<file path="src/rtl/cpld_serial_if.sv">
// Serial link to the board CPLD: shifts out LED bits plus one multiplexed 7-segment
// byte per frame (LSB first) while shifting in the switch word.
module cpld_serial_if #(
   parameter  int CLK_DIV_LOG2 = 10,
   parameter  int LED_W        = 8,
   parameter  int NUM_DIG      = 2,
   parameter  int SW_W         = 8,
   localparam int IDX_W        = (NUM_DIG > 1) ? $clog2(NUM_DIG) : 1
) (
   input  logic                   clk_i,
   input  logic                   rst_i,
   input  logic [LED_W-1:0]       led_i,
   input  logic [4*NUM_DIG-1:0]   dig_i,
   input  logic [NUM_DIG-1:0]     dp_i,
   input  logic [NUM_DIG-1:0]     blank_i,
   output logic [SW_W-1:0]        sw_o,
   output logic                   sw_valid_o,
   output logic                   sw_chg_o,
   output logic [IDX_W-1:0]       dig_idx_o,
   output logic                   cpld_clk_o,
   output logic                   cpld_load_o,
   output logic                   cpld_mosi_o,
   input  logic                   cpld_miso_i,
   output logic                   cpld_rstn_o,
   output logic                   cpld_jtagen_o
);

   localparam int FRAME = LED_W + 8;
   localparam int DIV_W = CLK_DIV_LOG2 + 1;
   localparam int B_W   = $clog2(FRAME);
   localparam logic [B_W-1:0]   B_LAST   = B_W'(FRAME - 1);
   localparam logic [IDX_W-1:0] IDX_LAST = IDX_W'(NUM_DIG - 1);

   function automatic logic [6:0] hex7(input logic [3:0] v);
      case (v)
         4'h0: hex7 = 7'h3F;  4'h1: hex7 = 7'h06;  4'h2: hex7 = 7'h5B;  4'h3: hex7 = 7'h4F;
         4'h4: hex7 = 7'h66;  4'h5: hex7 = 7'h6D;  4'h6: hex7 = 7'h7D;  4'h7: hex7 = 7'h07;
         4'h8: hex7 = 7'h7F;  4'h9: hex7 = 7'h6F;  4'hA: hex7 = 7'h77;  4'hB: hex7 = 7'h7C;
         4'hC: hex7 = 7'h39;  4'hD: hex7 = 7'h5E;  4'hE: hex7 = 7'h79;  default: hex7 = 7'h71;
      endcase
   endfunction

   logic [DIV_W-1:0]     div_q, div_d;
   logic [B_W-1:0]       bit_q, bit_d;
   logic [IDX_W-1:0]     idx_q, idx_d;
   logic [1:0]           sync_q, sync_d;
   // Holds the FRAME-1 most recent bits; the frame's last bit is appended at frame_end.
   logic [FRAME-2:0]     shr_q, shr_d;
   logic [LED_W-1:0]     led_s_q, led_s_d;
   logic [4*NUM_DIG-1:0] dig_s_q, dig_s_d;
   logic [NUM_DIG-1:0]   dp_s_q, dp_s_d;
   logic [NUM_DIG-1:0]   blank_s_q, blank_s_d;
   logic [SW_W-1:0]      sw_q, sw_d;
   logic                 valid_q, valid_d;
   logic                 chg_q, chg_d;
   logic                 clk_q, clk_d;
   logic                 load_q, load_d;
   logic                 mosi_q, mosi_d;

   logic                 sclk, tick, frame_end;
   logic [3:0]           cur_dig;
   logic                 cur_dp, cur_blank;
   logic [7:0]           seg;
   logic [FRAME-1:0]     frame_w;
   logic [FRAME-1:0]     nxt;

   assign sclk      = div_q[CLK_DIV_LOG2];
   assign tick      = &div_q;
   assign frame_end = tick && (bit_q == B_LAST);
   assign nxt       = {sync_q[1], shr_q};

   always_comb begin
      cur_dig   = 4'h0;
      cur_dp    = 1'b0;
      cur_blank = 1'b0;
      for (int n = 0; n < NUM_DIG; n++) begin
         if (idx_q == IDX_W'(n)) begin
            cur_dig   = dig_s_q[4*n +: 4];
            cur_dp    = dp_s_q[n];
            cur_blank = blank_s_q[n];
         end
      end
   end

   assign seg     = cur_blank ? 8'h00 : {cur_dp, hex7(cur_dig)};
   assign frame_w = {seg, led_s_q};

   always_comb begin
      div_d     = div_q + 1'b1;
      bit_d     = bit_q;
      idx_d     = idx_q;
      sync_d    = {sync_q[0], cpld_miso_i};
      shr_d     = shr_q;
      led_s_d   = led_s_q;
      dig_s_d   = dig_s_q;
      dp_s_d    = dp_s_q;
      blank_s_d = blank_s_q;
      sw_d      = sw_q;
      valid_d   = 1'b0;
      chg_d     = 1'b0;
      clk_d     = sclk;
      load_d    = (bit_q == B_LAST);
      mosi_d    = frame_w[bit_q];
      if (tick) begin
         bit_d = (bit_q == B_LAST) ? '0 : bit_q + 1'b1;
         shr_d = nxt[FRAME-1:1];
      end
      if (frame_end) begin
         idx_d     = (idx_q == IDX_LAST) ? '0 : idx_q + 1'b1;
         led_s_d   = led_i;
         dig_s_d   = dig_i;
         dp_s_d    = dp_i;
         blank_s_d = blank_i;
         sw_d      = nxt[SW_W-1:0];
         valid_d   = 1'b1;
         chg_d     = (nxt[SW_W-1:0] != sw_q);
      end
   end

   always_ff @(posedge clk_i or posedge rst_i) begin
      if (rst_i) begin
         div_q     <= '0;
         bit_q     <= '0;
         idx_q     <= '0;
         sync_q    <= '0;
         shr_q     <= '0;
         led_s_q   <= '0;
         dig_s_q   <= '0;
         dp_s_q    <= '0;
         blank_s_q <= '0;
         sw_q      <= '0;
         valid_q   <= 1'b0;
         chg_q     <= 1'b0;
         clk_q     <= 1'b0;
         load_q    <= 1'b0;
         mosi_q    <= 1'b0;
      end else begin
         div_q     <= div_d;
         bit_q     <= bit_d;
         idx_q     <= idx_d;
         sync_q    <= sync_d;
         shr_q     <= shr_d;
         led_s_q   <= led_s_d;
         dig_s_q   <= dig_s_d;
         dp_s_q    <= dp_s_d;
         blank_s_q <= blank_s_d;
         sw_q      <= sw_d;
         valid_q   <= valid_d;
         chg_q     <= chg_d;
         clk_q     <= clk_d;
         load_q    <= load_d;
         mosi_q    <= mosi_d;
      end
   end

   assign sw_o          = sw_q;
   assign sw_valid_o    = valid_q;
   assign sw_chg_o      = chg_q;
   assign dig_idx_o     = idx_q;
   assign cpld_clk_o    = clk_q;
   assign cpld_load_o   = load_q;
   assign cpld_mosi_o   = mosi_q;
   assign cpld_rstn_o   = ~rst_i;
   assign cpld_jtagen_o = 1'b0;

endmodule

</file>
<file path="config.mk">
export PLATFORM = sky130hd
export DESIGN_NAME = cpld_serial_if
export DESIGN_NICKNAME = d
export VERILOG_FILES = /design/src/rtl/cpld_serial_if.sv
export SDC_FILE = /design/constraint.sdc
export NUM_CORES = 1
export LEC_CHECK = 0
export CAP_MARGIN = 0
export CELL_PAD_IN_SITES_DETAIL_PLACEMENT = 0
export CELL_PAD_IN_SITES_GLOBAL_PLACEMENT = 1
export CORE_MARGIN = 4
export CORE_UTILIZATION = 40
export DETAILED_ROUTE_END_ITERATION = 12
export PLACE_DENSITY = 0.84
export SYNTH_ARGS = -nofsm -noshare
export SYNTH_HDL_FRONTEND = slang
export SYNTH_SLANG_ARGS = --single-unit
</file>
<file path="constraint.sdc">
create_clock -name clk_i -period 1.84 [get_ports clk_i]
set_input_delay 0.184 -clock clk_i [delete_from_list [all_inputs] [get_ports clk_i]]
set_output_delay 0.184 -clock clk_i [all_outputs]
set_load 0.05 [all_outputs]
</file>
# Word-level counts from Yosys, hierarchy flattened
# Memory sizes are Yosys's and may differ from the RTL's.
# Cells that the tools add are included.
# op_classes
eq_ne,2
bitwise,1
reduce_logical,2
muxes,10
n_lt_le_gt_ge,1
addsub,3
# op_table
op,n
$add 11x1->11 const B,1
$reduce_and 11->1,1
$mux 4,2
$mux 8,1
$ne 8x8->1,1
$mux 1,6
$lt 4x5->1 const B,1
$add 4x1->4 const B,1
$bmux 1 s4,1
$eq 4x4->1 const B,1
$add 1x1->1 const B,1
$logic_and 1x1->1,1
$not 1->1,1
# totals
input_bits,23
mem_bits_ro,112
memories,1
elab_cells,35
output_inout_bits,16
regBits,66
# memory_table
name,depth,word_bits,read_ports,rd_ports_with_merged_regs,write_ports,line_no,text
(no name shown),16,7,1,0,0,35,case (v)

# Depth between registers and ports, before layout
# Gate-level depths: netlist of the first run.
# An unclocked memory read counts as a cell.
# logic_depth
word_depth,5
mapped_depth,8
ltp_nobuf,7

# Worst setup path before layout of the first run
# No wires, ideal clock.
# synth_path
path_kind,flip-flop to flip-flop
start,"register idx_q, in the netlist dig_idx_o"
end,"register mosi_q, in the netlist cpld_mosi_o"
t_arrival_ps,2243
n_path_buf,1
period_less_slack_ps,2369
required_time_ps,1714
path_stages_with_launch,9
setup_ps,126
slack_ps,-529
path_cell_list,dfrtp_1 -> buf_6 -> mux2i_4 -> inv_2 -> ha_1 -> or3_1 -> a21oi_1 -> a211oi_1 -> o311a_1
# synth_via
elab_chain_len,5
word_cells_on_any_way,7
cone_classes,mux: 6; memory: 1
# synth_lines
element,line_no,text
"start, declared",45,"logic [IDX_W-1:0] idx_q, idx_d;"
"start signal, assigned",140,idx_q <= idx_d;
$mux 4,77,if (idx_q == IDX_W'(n)) begin
$mem_v2 16x7,n/a,
$mux 8 (*),85,"assign seg = cur_blank ? 8'h00 : {cur_dp, hex7(cur_dig)};"
$bmux 1 s4 (*),103,mosi_d = frame_w[bit_q];
$mux 1 (implied by the code) (*),103,
via mosi_d,58,"logic mosi_q, mosi_d;"
"end signal, assigned",152,mosi_q <= mosi_d;
"end, declared",58,
# The timed path passes the listed nets; every way through them passes the cells marked *. The select of a mux whose other input is x is not followed.
# A chain may end at the register's enable or synchronous reset.

# Worst setup path in the final report of the first run
# Ends and elaborated chain as after synthesis.

==> results, run 1 <==
- The flow ran to the end, but the final reports show violations.
- The checks that failed: negative setup slack.
- Across the routed clock network, the largest skew measured is around 15 ps.
- Wires add up to about 6000 um.
- The maximum vdd drop is 390 uV.
- The final setup slack of the worst path is -131 ps.
- The clock-pin slew reported for the worst setup and hold paths after clock tree synthesis is roughly 70 ps.
- The top cell types in the final layout, fill and taps aside, are dfrtp_1 (65), nand2_1 (52), clkdlybuf4s50_1 (35), mux2_2 (29), buf_4 (21).
- The largest family of logic cells by synthesized area is multiplexers.
- Clock tree synthesis found a total of 66 sinks.
- Cell internal power was estimated by the tool at 0.00229 W.
- In this run the number of H-tree levels came out at 3.
- The vias after detailed routing is 2080.
- The share of total power dissipated in sequential elements is 0.502.
- The clock insertion delay at the later pin of the skew report is 350 ps.
- The die boundary height is between 90 and 100 um.
- In this run the power density over the cells is between 700 and 800 nW/um2.
- After detailed routing, the met2 layer carries 2910 um of wire.
- By area the synthesized netlist is led by dfrtp_1 (54%), mux2_2 (11%), nand2_1 (6.4%).
- The root buffer cell is clkbuf_8.
- The number of enable flip-flop cells after synthesis is 0.
- The fraction of synthesis flops using an asynchronous set or reset pin is 1.00.
- Leaving out fill and tap cells, the most frequent cell in the layout is dfrtp_1.
- In the final layout, the share of cells above drive strength 1 is 0.299.
- Setup repair after global routing could not meet its margin everywhere.
- The maximum number of pins on one net before global-route repair is 67.
- Of the total synthesized cell area, the portion taken by XOR and XNOR cells is 0.0544.
- The I/O pin count is 39.
- The data required time at the worst endpoint is 2120 ps.
- The first global-routing pass estimated 9700 um of wire.
- The power share of the clock group is 0.466.
- The tool flagged a number of max-cap violations equal to 0.
- Following the worst setup path forward leads to its endpoint at cpld_mosi_o.
- At the pin with the least slew margin, the transition time is 499 ps.
- The remaining design rule violation count is 0.
- The number of placed instances, taps included is around 400.
- The net switching component of the power is 0.000597 W.
- In this run the critical register-to-register path is launched from dig_idx_o.
- Counting flops and latches in the post-synthesis netlist gives 66.
- The total count of hold-check failures in the final report is 0.
- Setup violations remaining at the end of the flow were counted as 11.
- The placed cell area is roughly 3700 um2.
- After detailed routing, the average wire length per cell comes to 14.5 um.
- In this run the critical register-to-register path is captured at cpld_mosi_o.
- The portion of synthesized area spent on multiplexers is 0.173.
- Of all nets on the critical path, the largest fanout is 5.
- The number of non-filler instances in the completed layout is 423.
- Of the total power, the share spent switching nets is 0.206.
- In the finished design, the share of the clock period the worst path needs comes to 1.07.
- The remaining global-route overflow is 0.
- The most area-hungry cell type in the Yosys netlist is dfrtp_1.
- Of the post-synthesis cell area, the dominant cell type holds 0.540.
- The via count normalized by instance count is slightly below 5.
- The Yosys step of the flow raised 0 warnings.
- For this run, the total global-route usage over all layers was measured as 0.142.
- The combinational power share is 0.032.
- After synthesis, the netlist uses 39 different library cells.
- STA classifies the critical path endpoint as a register.
- After synthesis the cells add up to ~3000 um2.
- The number of global-route vias before repair came to 1967.
- The worst-case hold slack is 279 ps.
- The clock tree from TritonCTS is yes.
- The startpoint of the worst setup timing path is dig_idx_o.
- The net count after synthesis is roughly 290.
- The number of DRC markers after the initial detailed-route iteration is 137.
- The HPWL after detailed placement is 4040 um.
- The adder and majority cell fraction of the synthesized area is 0.0368.
- For the worst flop-to-flop path, the logic depth is 7.
- The post-layout minimum cycle time is about 2000 ps.
- The first-pass iteration count of the detailed router is 4.
- The sort of element at the start of the critical path is a register.
- The relative slew slack is 0.667.
- The floorplan step defined a die boundary enclosing about 9000 um2.
- A synthesized cell averages 11.9 um2.
- The highest clock rate is a little over 0.5 GHz.
- The area of the placeable core is 7330 um2.
- Row generation in the floorplan step produced 31 rows.
- The initial utilization of the core area, before any placement, comes to 0.417.
- In this run, CTS created clock tree buffers numbering 9.
- The clock tree buffer depth is 2.
- The antenna cell count is 0.
- The part of the Yosys area used for sequential elements is 0.540.
- The number of buffer cells added on primary ports is 37.
- The prevailing post-synth register cell is dfrtp_1.
- The arrival time of the worst setup path is 2250 ps.
- Setup slack on the worst reg-to-reg path comes out at -130 ps.
- After detailed routing, the met3 layer carries 196 um of wire.
- The number of nets with antenna violations after detailed routing is 0.
- The fraction of the mapped netlist area in compound gates is 0.0462.
- The max-slew violation count is 0.
- The die extent in x is 95.5 um.
- The detailed-routing wirelength on met1 is 2930 um.
- The total leakage power is approximately 2.0 nW.
- The post-route standard cell area excluding fillers is 4060 um2.
- The initial antenna violation count was 0.
- By startpoint and endpoint, the worst setup path is classified as reg -> reg.
- The class of the tightest hold or removal check is in -> reg.
- The highest metal layer used by the detailed router is met4.
- The final layout contains ~350 nets.
- The area growth from synthesis to layout is 32.7%.
- Of the total synthesized cell area, the portion taken by AND, OR, NAND and NOR gates is 0.114.
- Synthesis handed over a netlist of roughly 260 instances.
- The congestion estimate from routability-driven global placement came to 0.803.
-- timing repair --
| action | 4_1_cts | 5_1_grt |
|---|---|---|
| hold buffers | 0 | 0 |
| gates cloned | 0 | 2 |
| pin swaps | 8 | 6 |
| buffers inserted | 0 | 2 |
| setup endpoints to repair | 24 | 29 |
| resized for setup | 15 | 9 |
-- cells in the mapped netlist, types with 3 or more instances --
master,instances
dfrtp_1,66
a211oi_1,3
xnor2_1,6
ha_1,9
inv_1,7
xor2_1,13
buf_4,5
o21ai_0,3
a21oi_1,4
mux2_2,29
mux2i_1,12
nor2_1,7
nand2_1,52
nand3_1,7
-- cell type report --
type                       count  area (um2)
fill                         617        3270
sequential                    66        1650
multi-input combinational    172        1410
timing repair buffer          63         618
clock buffer                  11         141
tap                           99         124
clock inverter                 4        76.3
inverter                       8        33.8
-- through the flow --
step / power, W / setup slack [ps] / utilization / setup TNS (ps)
final: 0.00289 / -131 / 0.554 / -223
after global routing: 0.00300 / -185 / 0.554 / -3390
after CTS: 0.00293 / -71.8 / 0.540 / -71.8
after detailed placement: 0.00158 / -208 / 0.501 / -298
after global placement: 0.00158 / -132 / 0.501 / -132
after floorplan: 0.00151 / -390 / - / -390
-- worst min path at each step --
| stage | from | endpoint | cells past startpoint |
|---|---|---|---|
| floorplan | cpld_miso_i | sync_q[0] | 0 |
| global placement | sync_q[0] | sync_q[1] | 0 |
| detailed placement | sync_q[0] | sync_q[1] | 0 |
| CTS | cpld_miso_i | sync_q[0] | 1 |
| global route | cpld_miso_i | sync_q[0] | 1 |
| finish | cpld_miso_i | sync_q[0] | 1 |
-- registers in the layout, indices dropped and copies added, names as in the netlist, 2 cells and up --
signal	flops
bit_q	4
led_s_q	8
div_q	11
dig_s_q	8
dp_s_q	2
blank_s_q	2
shr_q	15
sync_q	2
sw_o	8
-- power groups by stage --
stage          combinational, W  clock (W)  sequential [W]
6_report              0.0000925    0.00135         0.00145
5_1_grt                0.000102    0.00145         0.00145
4_1_cts               0.0000959    0.00138         0.00145
3_5_place_dp          0.0000958          0         0.00148
3_3_place_gp          0.0000955          0         0.00148
2_1_floorplan         0.0000324          0         0.00148
-- critical path: stages (launching register included) --
cell	delay [ps]
dfrtp_2	490
mux2i_4	290
inv_2	70
ha_4	170
mux2_4	260
a2111o_1	360
nand4_1	100
o311a_1	160
-- kinds of logic (layout without fill, tap and decap cells) --
group                      after synthesis  after routing
and+or+nand+nor                         79             79
DFF                                     66             66
muxes                                   45             45
AOI/OAI and AO/OA                       19             19
xor gates and xnor gates                19             19
buffers and inverters                   19             86
adders and majority gates                9              9
other                                    1              1
-- routing by layer --
metal	GRT usage	vias to the layer above
li1	-	1006
met1	0.195	1030
met2	0.207	33
met3	0.0403	11
met4	0.0640	0
met5	0	-
Power figures use the tool's default switching activity.
==> run 2, diff against run 1 <==
CORE_MARGIN = not set   (was 4)
==> run 2 against run 1 <==
- the flow still finishes with violations (negative setup slack)
- via count decreased by 3.1%
- power shrank 5.5%
- cell area decreased by 2.1%
- routed wire length fell by 8.9%
- die area shrank 12%
- final cell count up 0.71%
- sequential share of layout area is 0.86 points higher
- maximum frequency grew 0.95%
- largest power group unchanged
==> results, run 2 (synthesis gave the netlist of run 1 again) <==
- The top fanout value on the critical path came to 5 (unchanged).
- The remaining global-route overflow is 0 (unchanged).
- The initial antenna violation count was 0 (unchanged).
- The largest registers in the layout are shr_q: 15 flops, div_q: 11 flops.
- The CTS sink count is 66 (unchanged).
- After global routing, the most crowded layer is met2.
- The total detailed-routing wirelength came to 5590 um (-8.9%).
- The most frequent standard cell in the layout excluding fill and tap cells is dfrtp_1.
- The first-pass iteration count of the detailed router is 4 (unchanged).
- The data required time at the worst endpoint is 2060 ps (-60 ps).
- The global router's overall resource usage is 0.157 (+0.0149).
- The maximum clock skew at final layout is 10.1 ps (-5.34 ps).
- The arrival time of the worst setup path is 2170 ps (-80 ps).
- The met2 global-route usage is 0.231 (+0.0241).
- The clock tree buffer depth came to 2 (unchanged).
- The clock-pin slew reported for the worst setup and hold paths after clock tree synthesis is 70 ps (about the same).
- The number of DRC markers after the initial detailed-route iteration was 82 (-40%).
- The stage delay of the slowest cell on the critical path is 460 ps (-30 ps).
- The top cell types in the final layout, fill and taps aside, are dfrtp_1 (65), nand2_1 (51), clkdlybuf4s50_1 (35), mux2_2 (28), buf_4 (27).
- The number of hold buffers added after CTS came to 0 (unchanged).
- The initial core utilization is 0.417 (unchanged).
- The flip-flop count of the largest register after layout is 15 (unchanged).
- The worst-case hold slack is 279 ps (+0.294 ps).
- The row count is 31 (unchanged).
- Walking the worst path, the cells encountered are mux2i_4 > buf_6 > ha_2 > a211oi_2 > a211oi_1 > o311a_1.
- The placer congestion estimate came to 0.759 (-5.6%).
- The full die area was 8000 um2 (-12%).
- The maximum number of pins on one net before global-route repair came to 67 (unchanged).
- The I/O pin count is 39 (unchanged).
- The area of the placeable core is 7330 um2 (unchanged).
- The instance count along the most critical hold path is 1 (unchanged).
- The post-layout minimum cycle time is 1950 ps (-18.6 ps).
- The number of fill cells in the layout is 612 (-0.81%).
- The remaining design rule violation count is 0 (unchanged).
- The mean routed wirelength per cell is 13.1 um (-9.6%).
- The number of maximum-capacitance violations is 0 (unchanged).
- Setup repair after global routing could not meet its margin everywhere.
- The combined buffer and inverter count along the critical path is 1 (unchanged).
- The maximum vdd drop is 425 uV (+8.8%).
- The power density normalized to cell area is 687 nW/um2 (-3.5%).
- The final setup slack of the worst path came to -112 ps (+18.6 ps).
- The kind of capture point of the worst setup path is a register.
- The worst setup path is launched from a register.
- The number of global-route vias before repair is 2001 (+1.7%).
- The worst-margin pin slew came to 505 ps (+6.50 ps).
- The final reports fail on negative setup slack.
- Counting flops per register, the top entry is shr_q.
- The total negative slack is -112 ps (+111 ps).
- The wire length of the first global-routing pass is 9140 um (-5.8%).
- The class of the tightest hold or removal check is in -> reg.
- The number of logic stages on the critical path including buffering was 6 (-1).
- The clock buffer count from CTS was 9 (unchanged).
- The met1 track utilization from global routing is 0.209 (+0.0133).
- The placed cell area is 3660 um2 (-0.20%).
- The relative slew slack came to 0.662 (-0.00435).
- The antenna cell count is 0 (unchanged).
- The vias after detailed routing is 2015 (-3.1%).
- The critical path start-end classification is reg -> reg.
- The flow ran to the end, but the final reports show violations.
- The total count of hold-check failures in the final report is 0 (unchanged).
- The via count normalized by instance count came to 4.73 (-3.8%).
- The share of layout cells above drive strength 1 is 0.287 (-0.0119).
- The slowest stage cell on the critical path is dfrtp_2.
- TritonCTS built the clock tree.
- The max-slew violation count is 0 (unchanged).
- The detailed-placement wirelength estimate came to 3870 um (-4.3%).
- The number of buffer cells added on primary ports was 37 (unchanged).
- The final period utilization is 1.06 (-0.0101).
- The setup violation total in the final timing report came to 1 (-10).
- The clock insertion delay at the later pin of the skew report was 340 ps (about the same).
- The die boundary height is 89.5 um (-6.3%).
- The die extent in x came to 89.5 um (-6.3%).
- The number of nets with antenna violations after detailed routing is 0 (unchanged).
- The global-route met3 utilization was 0.0425 (+0.00222).
- Relative to the synthesized area, the layout overhead comes to 29.9%.
- The utilization after layout is 0.542 (-0.0114).
- The post-route standard cell area excluding fillers is 3980 um2 (-2.1%).
- The H-tree level count came to 3 (unchanged).
- The total leakage power came to 2.01 nW (-0.45%).
- The highest clock rate is 0.512 GHz (+0.95%).
- Among cell families on the critical path, the largest total delay comes from compound AO/OA/AOI/OAI gates.
- The post-layout net count is 355 (+0.85%).
- CTS placed an instance of clkbuf_8 at the clock tree root.
- The number of cells on the worst reg-to-reg path is 6 (-1).
[run 2: through the flow]
step | power [W] | setup slack [ps] | std cells
after global placement | 0.00158 | -122 | 403
after floorplan | 0.00151 | -390 | 257
final | 0.00273 | -112 | 426
after detailed placement | 0.00158 | -284 | 403
after CTS | 0.00276 | -95.7 | 423
after global routing | 0.00284 | -195 | 426
[run 2: repair_timing]
item	4_1_cts	5_1_grt
cloned	0	1
gates resized for setup	7	8
buffers inserted	5	2
hold endpoints to repair	0	0
endpoints found under the setup margin	6	30
pin swaps	4	2
[run 2: layout make-up]
| cell class | instances | area, um2 | area share |
|---|---|---|---|
| Sequential cell | 66 | 1650 | 0.416 |
| Multi-Input combinational cell | 172 | 1360 | 0.341 |
| Timing Repair Buffer | 66 | 616 | 0.155 |
| Clock buffer | 10 | 138 | 0.0346 |
| Tap cell | 99 | 124 | 0.0312 |
| Clock inverter | 5 | 55.1 | 0.0138 |
| Inverter | 8 | 33.8 | 0.00850 |
[run 2: report_power, final]
part	internal [W]	leakage, nW	switching (W)	total (W)
combinational	0.0000471	1.01	0.0000449	0.0000920
clock	0.000650	0.0941	0.000538	0.00119
sequential	0.00145	0.902	0.000000526	0.00145
[run 2: final timing paths]
path | from | end | slack [ps]
setup / recovery | dig_idx_o | cpld_mosi_o | -110
hold / removal | cpld_miso_i | sync_q[0] | 280
setup reg to reg | dig_idx_o | cpld_mosi_o | -110
hold reg to reg | sync_q[0] | sync_q[1] | 350
max in group asynchronous | rst_i | dig_idx_o | 1170
min in group asynchronous | rst_i | sw_o[0] | 360
[run 2: routing by layer]
metal	wire length, um	vias to the layer above
li1	-	1007
met1	2720	976
met2	2610	24
met3	162	8
met4	93	0
met5	0	-
==> run 3, diff against run 2 <==
CORE_MARGIN = 1   (was not set)
TNS_END_PERCENT = 20   (was not set)
==> run 3 against run 2 <==
- the flow still finishes with violations (negative setup slack)
- hold slack improved by 9.6 ps
- critical path depth unchanged
- flip-flop and latch count unchanged
- cell area up 3.1%
- sequential share of layout area is 1.2 points lower
- power is 1.2% higher
- clock power barely moved
- register-to-register slack gained 20 ps
- setup slack better by 18 ps
- sequential power hardly changed
- largest cell class unchanged
==> results, run 3 (synthesis gave the netlist of run 1 again) <==
- The setup violation total in the final timing report came to 21 (+20).
- The arrival time of the worst setup path is 2200 ps (+30 ps).
- The remaining design rule violation count came to 0 (unchanged).
- The worst-margin pin slew is 515 ps (+9.94 ps).
- The I/O pin count is 39 (unchanged).
- The root buffer cell is clkbuf_8.
- The utilization after layout is 0.559 (+0.0167).
- The area of the placeable core is 7330 um2 (unchanged).
- The number of buffer cells added on primary ports is 37 (unchanged).
- The flow ran to the end, but the final reports show violations.
- More flip-flops sit in one register than any other, and that register is shr_q.
- The remaining global-route overflow is 0 (unchanged).
- The global router's overall resource usage is 0.161 (+0.00436).
- The number of nets with antenna violations after detailed routing is 0 (unchanged).
- Setup repair after global routing could not meet its margin everywhere.
- The full die area is 8000 um2 (unchanged).
- The wire length of the first global-routing pass is 9470 um (+3.5%).
- The number of fill cells in the layout is 606 (-0.98%).
- The worst-case hold slack is 288 ps (+9.56 ps).
- The clock buffer count from CTS came to 9 (unchanged).
- The worst register-to-register path begins at dig_idx_o.
- The total leakage power is 2.05 nW (+2.2%).
- The number of global-route vias before repair was 1981 (-1.0%).
- The H-tree level count is 3 (unchanged).
- The number of maximum-capacitance violations is 0 (unchanged).
- The final setup slack of the worst path is -94.4 ps (+17.6 ps).
- The total count of hold-check failures in the final report is 0 (unchanged).
- The post-layout net count is 355 (unchanged).
- The total detailed-routing wirelength is 6110 um (+9.3%).
- The top fanout value on the critical path is 5 (unchanged).
- The clock tree buffer depth was 2 (unchanged).
- The kind of capture point of the worst setup path is a register.
- The placer congestion estimate came to 0.750 (-1.1%).
- In the final layout, the registers with the most flip-flops are shr_q: 15 flops, div_q: 11 flops.
- Relative to the synthesized area, the layout overhead comes to 33.9%.
- The vias after detailed routing is 2037 (+1.1%).
- The data required time at the worst endpoint came to 2110 ps (+50 ps).
- The CTS sink count is 66 (unchanged).
- The die extent in x is 89.5 um (unchanged).
- The library cell used most frequently in the layout, excluding fill and tap cells, is dfrtp_1.
- The maximum clock skew at final layout is 10.0 ps (-0.0606 ps).
- The final period utilization is 1.05 (-0.00958).
- The maximum number of pins on one net before global-route repair is 67 (unchanged).
- The highest clock rate came to 0.517 GHz (+0.91%).
- The sort of element at the start of the critical path is a register.
- The post-layout minimum cycle time is 1930 ps (-17.6 ps).
- The total negative slack is -540 ps (-428 ps).
- The min-delay analysis places its worst path in the category in -> reg.
- The relative slew slack is 0.656 (-0.00665).
- The clock insertion delay at the later pin of the skew report is 330 ps (about the same).
- The via count normalized by instance count is 4.77 (+0.86%).
- The share of layout cells above drive strength 1 is 0.277 (-0.0100).
- The startpoint of the worst setup timing path is dig_idx_o.
- The initial core utilization is 0.417 (unchanged).
- The critical path start-end classification is reg -> reg.
- The die boundary height came to 89.5 um (unchanged).
- The checks that failed: negative setup slack.
- The power density normalized to cell area came to 675 nW/um2 (-1.8%).
- The row count was 31 (unchanged).
- The detailed-placement wirelength estimate was 4130 um (+6.8%).
- The mean routed wirelength per cell is 14.3 um (+9.1%).
- The antenna cell count is 0 (unchanged).
- The source of the worst hold timing path is cpld_miso_i.
- The number of DRC markers after the initial detailed-route iteration is 120 (+46%).
- The initial antenna violation count is 0 (unchanged).
- The clock-pin slew reported for the worst setup and hold paths after clock tree synthesis is 70 ps (about the same).
- The max-slew violation count is 0 (unchanged).
- In the layout the commonest cells are dfrtp_1 (65), nand2_1 (52), clkdlybuf4s50_1 (35), buf_4 (25), mux2_4 (22).
- The clock tree from TritonCTS is yes.
- The flip-flop count of the largest register after layout is 15 (unchanged).
- The pre-CTS setup slack is -251 ps (+33.1 ps).
- The maximum vdd drop was 362 uV (-15%).
- The first-pass iteration count of the detailed router is 4 (unchanged).
run 3: metal layers:
| layer | routed length (um) | vias to the layer above | track usage |
|---|---|---|---|
| li1 | - | 1005 | - |
| met1 | 2980 | 997 | 0.230 |
| met2 | 2880 | 27 | 0.235 |
| met3 | 154 | 8 | 0.0351 |
| met4 | 95 | 0 | 0.0736 |
| met5 | 0 | - | 0 |
run 3: critical path, stage by stage, from the launching register on:
cell	delay, ps
dfrtp_2	470
mux2i_4	380
inv_2	110
ha_1	220
mux2_2	260
a211oi_1	230
o311a_1	190
run 3: final timing paths:
path                       slack (ps)           to  cells after the start
setup reg to reg                  -90  cpld_mosi_o                      6
hold reg to reg                   350    sync_q[1]                      0
setup / recovery                  -90  cpld_mosi_o                      6
hold / removal                    290    sync_q[0]                      1
min in group asynchronous         340      sw_o[1]                      3
max in group asynchronous        1200    dig_idx_o                      3
run 3: timing repair:
item,in CTS,in global routing
buffers inserted,0,1
pin swaps,4,4
hold buffers,0,0
gates resized for setup,10,24
cloned,0,2
endpoints found under the setup margin,27,29
run 3: per-stage QoR:
stage	instance area, um2	cells	total power [W]
6_report	4100	427	0.00277
5_1_grt	4100	427	0.00287
4_1_cts	3940	424	0.00279
3_5_place_dp	3700	408	0.00158
3_3_place_gp	3700	408	0.00158
2_1_floorplan	3070	257	0.00151
run 3: area by class of cell:
type	count	area [um2]	share of cell area
inverters	8	33.8	0.00824
well taps	99	124	0.0302
flip-flops and latches	66	1650	0.403
clock buffers	14	163	0.0397
repair buffers	66	651	0.159
clock inverters	2	35.0	0.00855
multi-input cells	172	1440	0.351
run 3: where the power goes:
group	switching (W)	internal, W
clock	0.000517	0.000700
combinational	0.0000472	0.0000479
sequential	0.000000462	0.00145
total	0.000565	0.00220
